### src/rtl/universal_shift_register.sv
// n-bit universal shift register: hold, shift right, shift left, parallel load.
// Define USR_SERIAL_OUT_EN to add the so_right/so_left shifted-out bit ports.
module universal_shift_register #(
  parameter int n = 8
) (
  input  logic         clock,
  input  logic         reset,
  input  logic [1:0]   ctrl,
  input  logic [n-1:0] d,
`ifdef USR_SERIAL_OUT_EN
  output logic         so_right,
  output logic         so_left,
`endif
  output logic [n-1:0] q
);

  typedef enum logic [1:0] {
    MODE_HOLD  = 2'b00,
    MODE_SHR   = 2'b01,
    MODE_SHL   = 2'b10,
    MODE_LOAD  = 2'b11
  } mode_e;

  logic [n-1:0] q_q, q_d;

  // Unknown ctrl values fall to the default branch and keep the register stable.
  always_comb begin
    q_d = q_q;
    case (ctrl)
      MODE_HOLD: q_d = q_q;
      MODE_SHR:  q_d = {d[n-1], q_q[n-1:1]};
      MODE_SHL:  q_d = {q_q[n-2:0], d[0]};
      MODE_LOAD: q_d = d;
      default:   q_d = q_q;
    endcase
  end

  always_ff @(posedge clock or posedge reset) begin
    if (reset) begin
      q_q <= '0;
    end else begin
      q_q <= q_d;
    end
  end

  assign q = q_q;

`ifdef USR_SERIAL_OUT_EN
  logic so_right_q, so_right_d;
  logic so_left_q, so_left_d;

  // Each serial-out bit captures the bit leaving its end; it holds otherwise.
  always_comb begin
    so_right_d = so_right_q;
    so_left_d  = so_left_q;
    case (ctrl)
      MODE_SHR: so_right_d = q_q[0];
      MODE_SHL: so_left_d  = q_q[n-1];
      default: begin
        so_right_d = so_right_q;
        so_left_d  = so_left_q;
      end
    endcase
  end

  always_ff @(posedge clock or posedge reset) begin
    if (reset) begin
      so_right_q <= 1'b0;
      so_left_q  <= 1'b0;
    end else begin
      so_right_q <= so_right_d;
      so_left_q  <= so_left_d;
    end
  end

  assign so_right = so_right_q;
  assign so_left  = so_left_q;
`endif

endmodule

### config.mk
export PLATFORM = sky130hd
export DESIGN_NAME = universal_shift_register
export DESIGN_NICKNAME = d
export VERILOG_FILES = /design/src/rtl/universal_shift_register.sv
export SDC_FILE = /design/constraint.sdc
export NUM_CORES = 1
export LEC_CHECK = 0
export ABC_AREA = 0
export CORE_AREA = 2 2 39 41
export CTS_BUF_LIST = sky130_fd_sc_hd__clkbuf_8
export CTS_CLUSTER_SIZE = 16
export DETAILED_ROUTE_END_ITERATION = 8
export DIE_AREA = 0 0 41 43
export PLACE_DENSITY_LB_ADDON = 0.05
export SYNTH_ARGS = -nofsm -noshare
export SYNTH_HDL_FRONTEND = slang
export SYNTH_SLANG_ARGS = --single-unit
### constraint.sdc
create_clock -name clock -period 2.6 [get_ports clock]
set_input_delay 0.52 -clock clock [delete_from_list [all_inputs] [get_ports clock]]
set_output_delay 0.52 -clock clock [all_outputs]
set_load 0.01 [all_outputs]
==> summary.md, run 1 <==
| Metric | Value |
|---|---|
| Vias per cell | 4.73 |
| Setup violators final | 0 |
| Worst-case reg-to-reg path depth | 1 |
| Arr. time, crit path | 1.85 ns |
| Post-Syn Nets | 35 |
| # DRC | 0 |
| GPL Wtd Cong | 0.643 |
| Final net count | 57 |
| Global Route Usage Sum | 0.122 |
| Root Buffer | clkbuf_8 |
| Initial core utilization | 0.288 |
| CTS tree | done |
| Router iterations before antenna repair | 2 |
| Critical-path cell list | clkdlybuf4s50_1 -> mux4_2 |
| Die width | 41 µm |
| Gate power share | 0.289 |
| Met3 usage | 0.0628 |
| Clock power frac | 0.322 |
| Dpl hpwl | 631 µm |
| Max FFs per register | 8 |
| Hold slack | 0.554 ns |
| Diode count | 0 |
| Status | finished clean |
| Hold_buf cts | 0 |
| Post-CTS setup buffer count | 0 |
| Cell depth of the worst setup path | 2 |
| VDD IR-drop max | 0.000462 V |
| Num CTS Buffers | 3 |
| Slew @ Worst Pin | 0.471 ns |
| First-pass GRT wire length | 1400 µm |
| Post-route ant nets | 0 |
| Initial antenna violation count | 0 |
| Largest family of logic cells by synthesized area | multiplexers |
| Critical path's slowest cell | clkdlybuf4s50_1 |
| Cells after Synth | 23 |
| Register area share after synthesis | 0.502 |
| IO Pins | 20 |
| Largest net degree at the start of global routing | 10 |
| Die Area | 0.00176 mm² |
| Die Height | 43 µm |
| Worst EP required | 2.69 ns |
| Clock-pin slew on the worst setup and hold paths | 0.04 ns |
| # Max-Cap Violations | 0 |
| CTS HTree Levels | 1 |
| DRT Wirelength | 794 µm |
| Mapped Avg Cell Area | 17.4 µm² |
| Area Growth Syn to Fin | 57.4% |
| Hold crit path type | in -> async |
| Synth Area in Simple Gates | 0.0188 |
| GR Util met2 | 0.169 |
| Slew margin rel. | 0.685 |
| Switching power of the nets | 0.106 mW |
| DRT iter0 DRCs | 8 |
| Yosys reg bits | 8 |
| Hold Vio Cnt, Final | 0 |
| Max incr delay on CP | 0.76 ns |
| Synth unique cells | 7 |
| Xor-xnor portion of the synthesized cell area | 0 |
| Sw Ratio | 0.237 |
| Tcrit/Tclk final | 0.678 |
| Clk_lat worst skew | 0.22 ns |
| Crit-path leading delay family | buffers and inverters |
| Clock sinks | 8 |
| Final Skew | 0.000979 ns |
| DR vias | 279 |
| Worst Setup Start Kind | primary input |
| Max Root-Sink Buffers | 2 |
| CP endpoint kind | register |
| Synth Area in Compound Gates | 0.0251 |
| Mux cell area share after synthesis | 0.389 |
| Yosys warns | 0 |
| Wire per inst | 13.5 µm |
| Pwr Density | 710 mW/mm² |
| R2r setup slk | 1.59 ns |
| Pint | 0.340 mW |
| Post-cts sizing count | 0 |
| WS Path Type | in -> reg |
| Gr busiest metal | met2 |
| Met1 Use GR | 0.153 |
| Mapped Area | 399 µm² |
| # rows | 14 |
| Final min period | 1.76 ns |
| I/O Buffers | 19 |
| CP bufs+invs | 1 |
| Setup TNS | 0 ns |
| Core outline area | 0.00138 mm² |
| CP Max Fanout | 9 |
| Unrepaired setup endpoints after global routing | false |
| Final slew viol count | 0 |
| Pleak | 0.253 nW |
| Total grt overflow | 0 |
| Synth Area in Adders | 0 |
| Sequential power share | 0.389 |
| Layout cells sized above 1 | 0.209 |
| Max Freq | 567 MHz |
| Vias in the first global route | 320 |
-- through the flow --
step	util	cell area (µm²)	total power, mW	instances	setup slack (ns)
after floorplan	-	399	0.232	23	1.34
after global placement	0.424	587	0.302	56	0.626
after detailed placement	0.424	587	0.306	56	0.579
after CTS	0.454	628	0.455	59	0.817
after global routing	0.454	628	0.479	59	0.761
final	0.454	628	0.446	59	0.838
-- cells by family (layout without fill, tap and decap cells) --
family / count (synthesis) / after routing
AND/OR/NAND/NOR: 2 / 2
flip-flops: 8 / 8
AO/OA/AOI/OAI: 2 / 2
multiplexers: 8 / 8
buffers and inverters: 3 / 23
-- final timing paths --
| check | start | endpoint |
|---|---|---|
| worst max-delay path | ctrl[0] | q[3] |
| worst min-delay path | reset | q[4] |
| worst max register to register | q[2] | q[3] |
| worst min register to register | q[0] | q[0] |
| max in group asynchronous | reset | q[6] |
| min in group clock | q[0] | q[0] |
-- layout by cell type, fill, tap and decap left out --
cell type and n:
o21ai_0 2, clkbuf_8 3, inv_1 1, clkdlybuf4s50_1 19, dfrtp_1 8, mux2i_1 2
mux4_2 6, nand2_1 2
-- Yosys cell counts (all sizes together) --
master,count,area share
dfrtp,8,0.50
o21ai,2,0.025
nand2,2,0.019
buf,2,0.056
inv,1,0.0094
mux4,6,0.34
mux2i,2,0.050
-- per-layer routing --
metal  vias to the layer above  share of wire  wire length (µm)
met5                         -              0                 0
met4                         0              0                 0
met3                         0          0.069                55
met2                        11           0.50               400
met1                       137           0.43               338
li1                        131              -                 -
-- power groups by stage --
stage	Clock, mW	Sequential [mW]	Combinational (mW)
final	0.144	0.174	0.129
after global routing	0.162	0.178	0.139
after CTS	0.149	0.175	0.131
after detailed placement	0	0.176	0.130
after global placement	0	0.174	0.128
after floorplan	0	0.182	0.0503
-- cell type report --
cell class,instances,area [µm²]
multi-input cells,12,173
well taps,16,20.0
inverters,1,3.75
repair buffers,19,190
fillers,125,756
clock buffers,3,41.3
flip-flops and latches,8,200
Note: power is estimated with default switching activity, not from simulation.
==> inputs of run 2 (changes only) <==
- clock period: 2.6 -> 1.5 ns (I/O delays scaled with it)
==> run 2 against run 1 <==
Combinational power increased by 75%. Clock skew up 0.0022 ns. Core utilization is 2.5 points higher. Final area increased by 5.6%. Clock power rose by 71%. Wire length grew 1.3%. Critical path type is now reg -> out. Highest routed layer unchanged.
==> summary.md, run 2 (synthesis gave the netlist of run 1 again) <==
| Metric | Value |
|---|---|
| Status | finished clean |
| DRT Wirelength | 804 µm (+1.3%) |
| I/O Buffers | 19 (unchanged) |
| Setup violators final | 0 (unchanged) |
| Worst Setup Start Kind | register |
| Dpl hpwl | 647 µm (+2.5%) |
| Worst-case reg-to-reg path depth | 1 (unchanged) |
| Max Freq | 690 MHz |
| Critical path's slowest cell | clkdlybuf4s50_1 |
| DR vias | 293 (+5.0%) |
| WS Path Type | reg -> out |
| Crit-path leading delay family | buffers and inverters |
| Final Skew | 0.00323 ns (+0.00225 ns) |
| R2r setup slk | 0.51 ns (-1.08 ns) |
| Slew @ Worst Pin | 0.309 ns (-0.162 ns) |
| Wire per inst | 13.2 µm (-2.1%) |
| # DRC | 0 (unchanged) |
| Vias in the first global route | 295 (-7.8%) |
| Unrepaired setup endpoints after global routing | false |
| CTS HTree Levels | 1 (unchanged) |
| Tcrit/Tclk final | 0.966 |
| Non-filler instance count after layout | 61 (+3.4%) |
| Launch point of the worst reg-to-reg path | q[2] |
| Clock sinks | 8 (unchanged) |
| Commonest non-fill, non-tap cells in the layout | clkdlybuf4s50_1 (16), dfrtp_1 (8), mux4_2 (6) |
| CP endpoint kind | output port |
| Global Route Usage Sum | 0.117 (-0.00496) |
| Fill cell total of the finished layout | 119 (-4.8%) |
| Max FFs per register | 8 (unchanged) |
| Pwr Density | 1170 mW/mm² (+64%) |
| Vias per cell | 4.80 (+1.6%) |
| Final min period | 1.45 ns |
| Die Area | 0.00176 mm² (unchanged) |
| # rows | 14 (unchanged) |
| Arr. time, crit path | 1.15 ns (-0.70 ns) |
| First-pass GRT wire length | 1350 µm (-3.9%) |
| Post-CTS setup buffer count | 0 (unchanged) |
| CP Max Fanout | 4 (-5) |
| Most common cell after layout, fill and taps aside | clkdlybuf4s50_1 |
| Largest net degree at the start of global routing | 10 (unchanged) |
| Hold crit path type | in -> async |
| Post-route ant nets | 0 (unchanged) |
| Sequential cell area | 200 µm² (unchanged) |
| DRT iter0 DRCs | 4 (-4) |
| GPL Wtd Cong | 0.701 (+9.1%) |
| Final slew viol count | 0 (unchanged) |
| Post-cts sizing count | 0 (unchanged) |
| Final net count | 59 (+3.5%) |
| Area Growth Syn to Fin | 66.1% |
| Total grt overflow | 0 (unchanged) |
| Num CTS Buffers | 3 (unchanged) |
| Clock-pin slew on the worst setup and hold paths | 0.04 ns (about the same) |
| Core Util, Final | 0.479 (+0.0253) |
| Layout cells sized above 1 | 0.244 (+0.0351) |
| Worst EP required | 1.20 ns (-1.49 ns) |
| Initial antenna violation count | 0 (unchanged) |
| Hold_buf cts | 0 (unchanged) |
| Router iterations before antenna repair | 2 (unchanged) |
| Clk_lat worst skew | 0.22 ns (about the same) |
| Max Root-Sink Buffers | 2 (unchanged) |
| Max incr delay on CP | 0.55 ns (-0.21 ns) |
| Root Buffer | clkbuf_8 |
| Core outline area | 0.00138 mm² (unchanged) |
| Dpl cells | 58 (+3.6%) |
| CP bufs+invs | 1 (unchanged) |
| Pleak | 0.296 nW (+17%) |
| Die Height | 43 µm (unchanged) |
| Hold Vio Cnt, Final | 0 (unchanged) |
| VDD IR-drop max | 0.000531 V (+15%) |
| Slew margin rel. | 0.794 (+0.109) |
| Multi-input logic area | 173 µm² (unchanged) |
| Die width | 41 µm (unchanged) |
| Critical-path cell list | clkdlybuf4s50_1 |
| Critical R2R Capture | q[3] |
| Diode count | 0 (unchanged) |
| # Max-Cap Violations | 0 (unchanged) |
| IO Pins | 20 (unchanged) |
| CTS tree | done |
| Initial core utilization | 0.288 (unchanged) |
==> run 2: area by class of cell <==
class	count	area share
Clock buffer	3	0.0623
Inverter	1	0.00566
Multi-Input combinational cell	12	0.260
Sequential cell	8	0.302
Tap cell	16	0.0302
Timing Repair Buffer	21	0.340
==> run 2: routing by layer <==
metal,share of wire,global-route usage
met4,0,0.0600
met5,0,0
met2,0.48,0.147
met3,0.062,0.0314
met1,0.45,0.180
==> run 2: worst max path at each step <==
stage / from / endpoint / slack, ns / cells past startpoint
floorplan: ctrl[0] / q[1] / 0.46 / 2
global placement: ctrl[0] / q[6] / -0.06 / 3
detailed placement: ctrl[0] / q[3] / -0.09 / 3
CTS: q[4] / q[4] / 0.01 / 1
global route: q[3] / q[3] / 0.0007 / 1
finish: q[2] / q[2] / 0.05 / 1
==> run 2: where the power goes <==
group          internal (mW)  total [mW]  switching, mW  leakage [nW]
sequential             0.260       0.301         0.0413        0.0950
clock                  0.173       0.246         0.0730        0.0216
combinational          0.159       0.226         0.0669         0.180
==> run 2: metrics by stage <==
| stage | power [mW] | cell area (µm²) | hold slack, ns | TNS (ns) | setup slack, ns |
|---|---|---|---|---|---|
| 2_1_floorplan | 0.402 | 399 | 0.116 | 0 | 0.458 |
| 3_3_place_gp | 0.533 | 614 | 0.567 | -0.304 | -0.0612 |
| 3_5_place_dp | 0.541 | 614 | 0.581 | -0.394 | -0.0852 |
| 4_1_cts | 0.794 | 656 | 0.345 | 0 | 0.0138 |
| 5_1_grt | 0.826 | 663 | 0.375 | 0 | 0.000693 |
| 6_report | 0.773 | 663 | 0.329 | 0 | 0.0514 |
==> inputs of run 3 (changes only) <==
- CTS_CLUSTER_SIZE: 16 -> 10
==> results of run 3 <==
No change in the layout: final DEF, timing and power equal those of run 2.
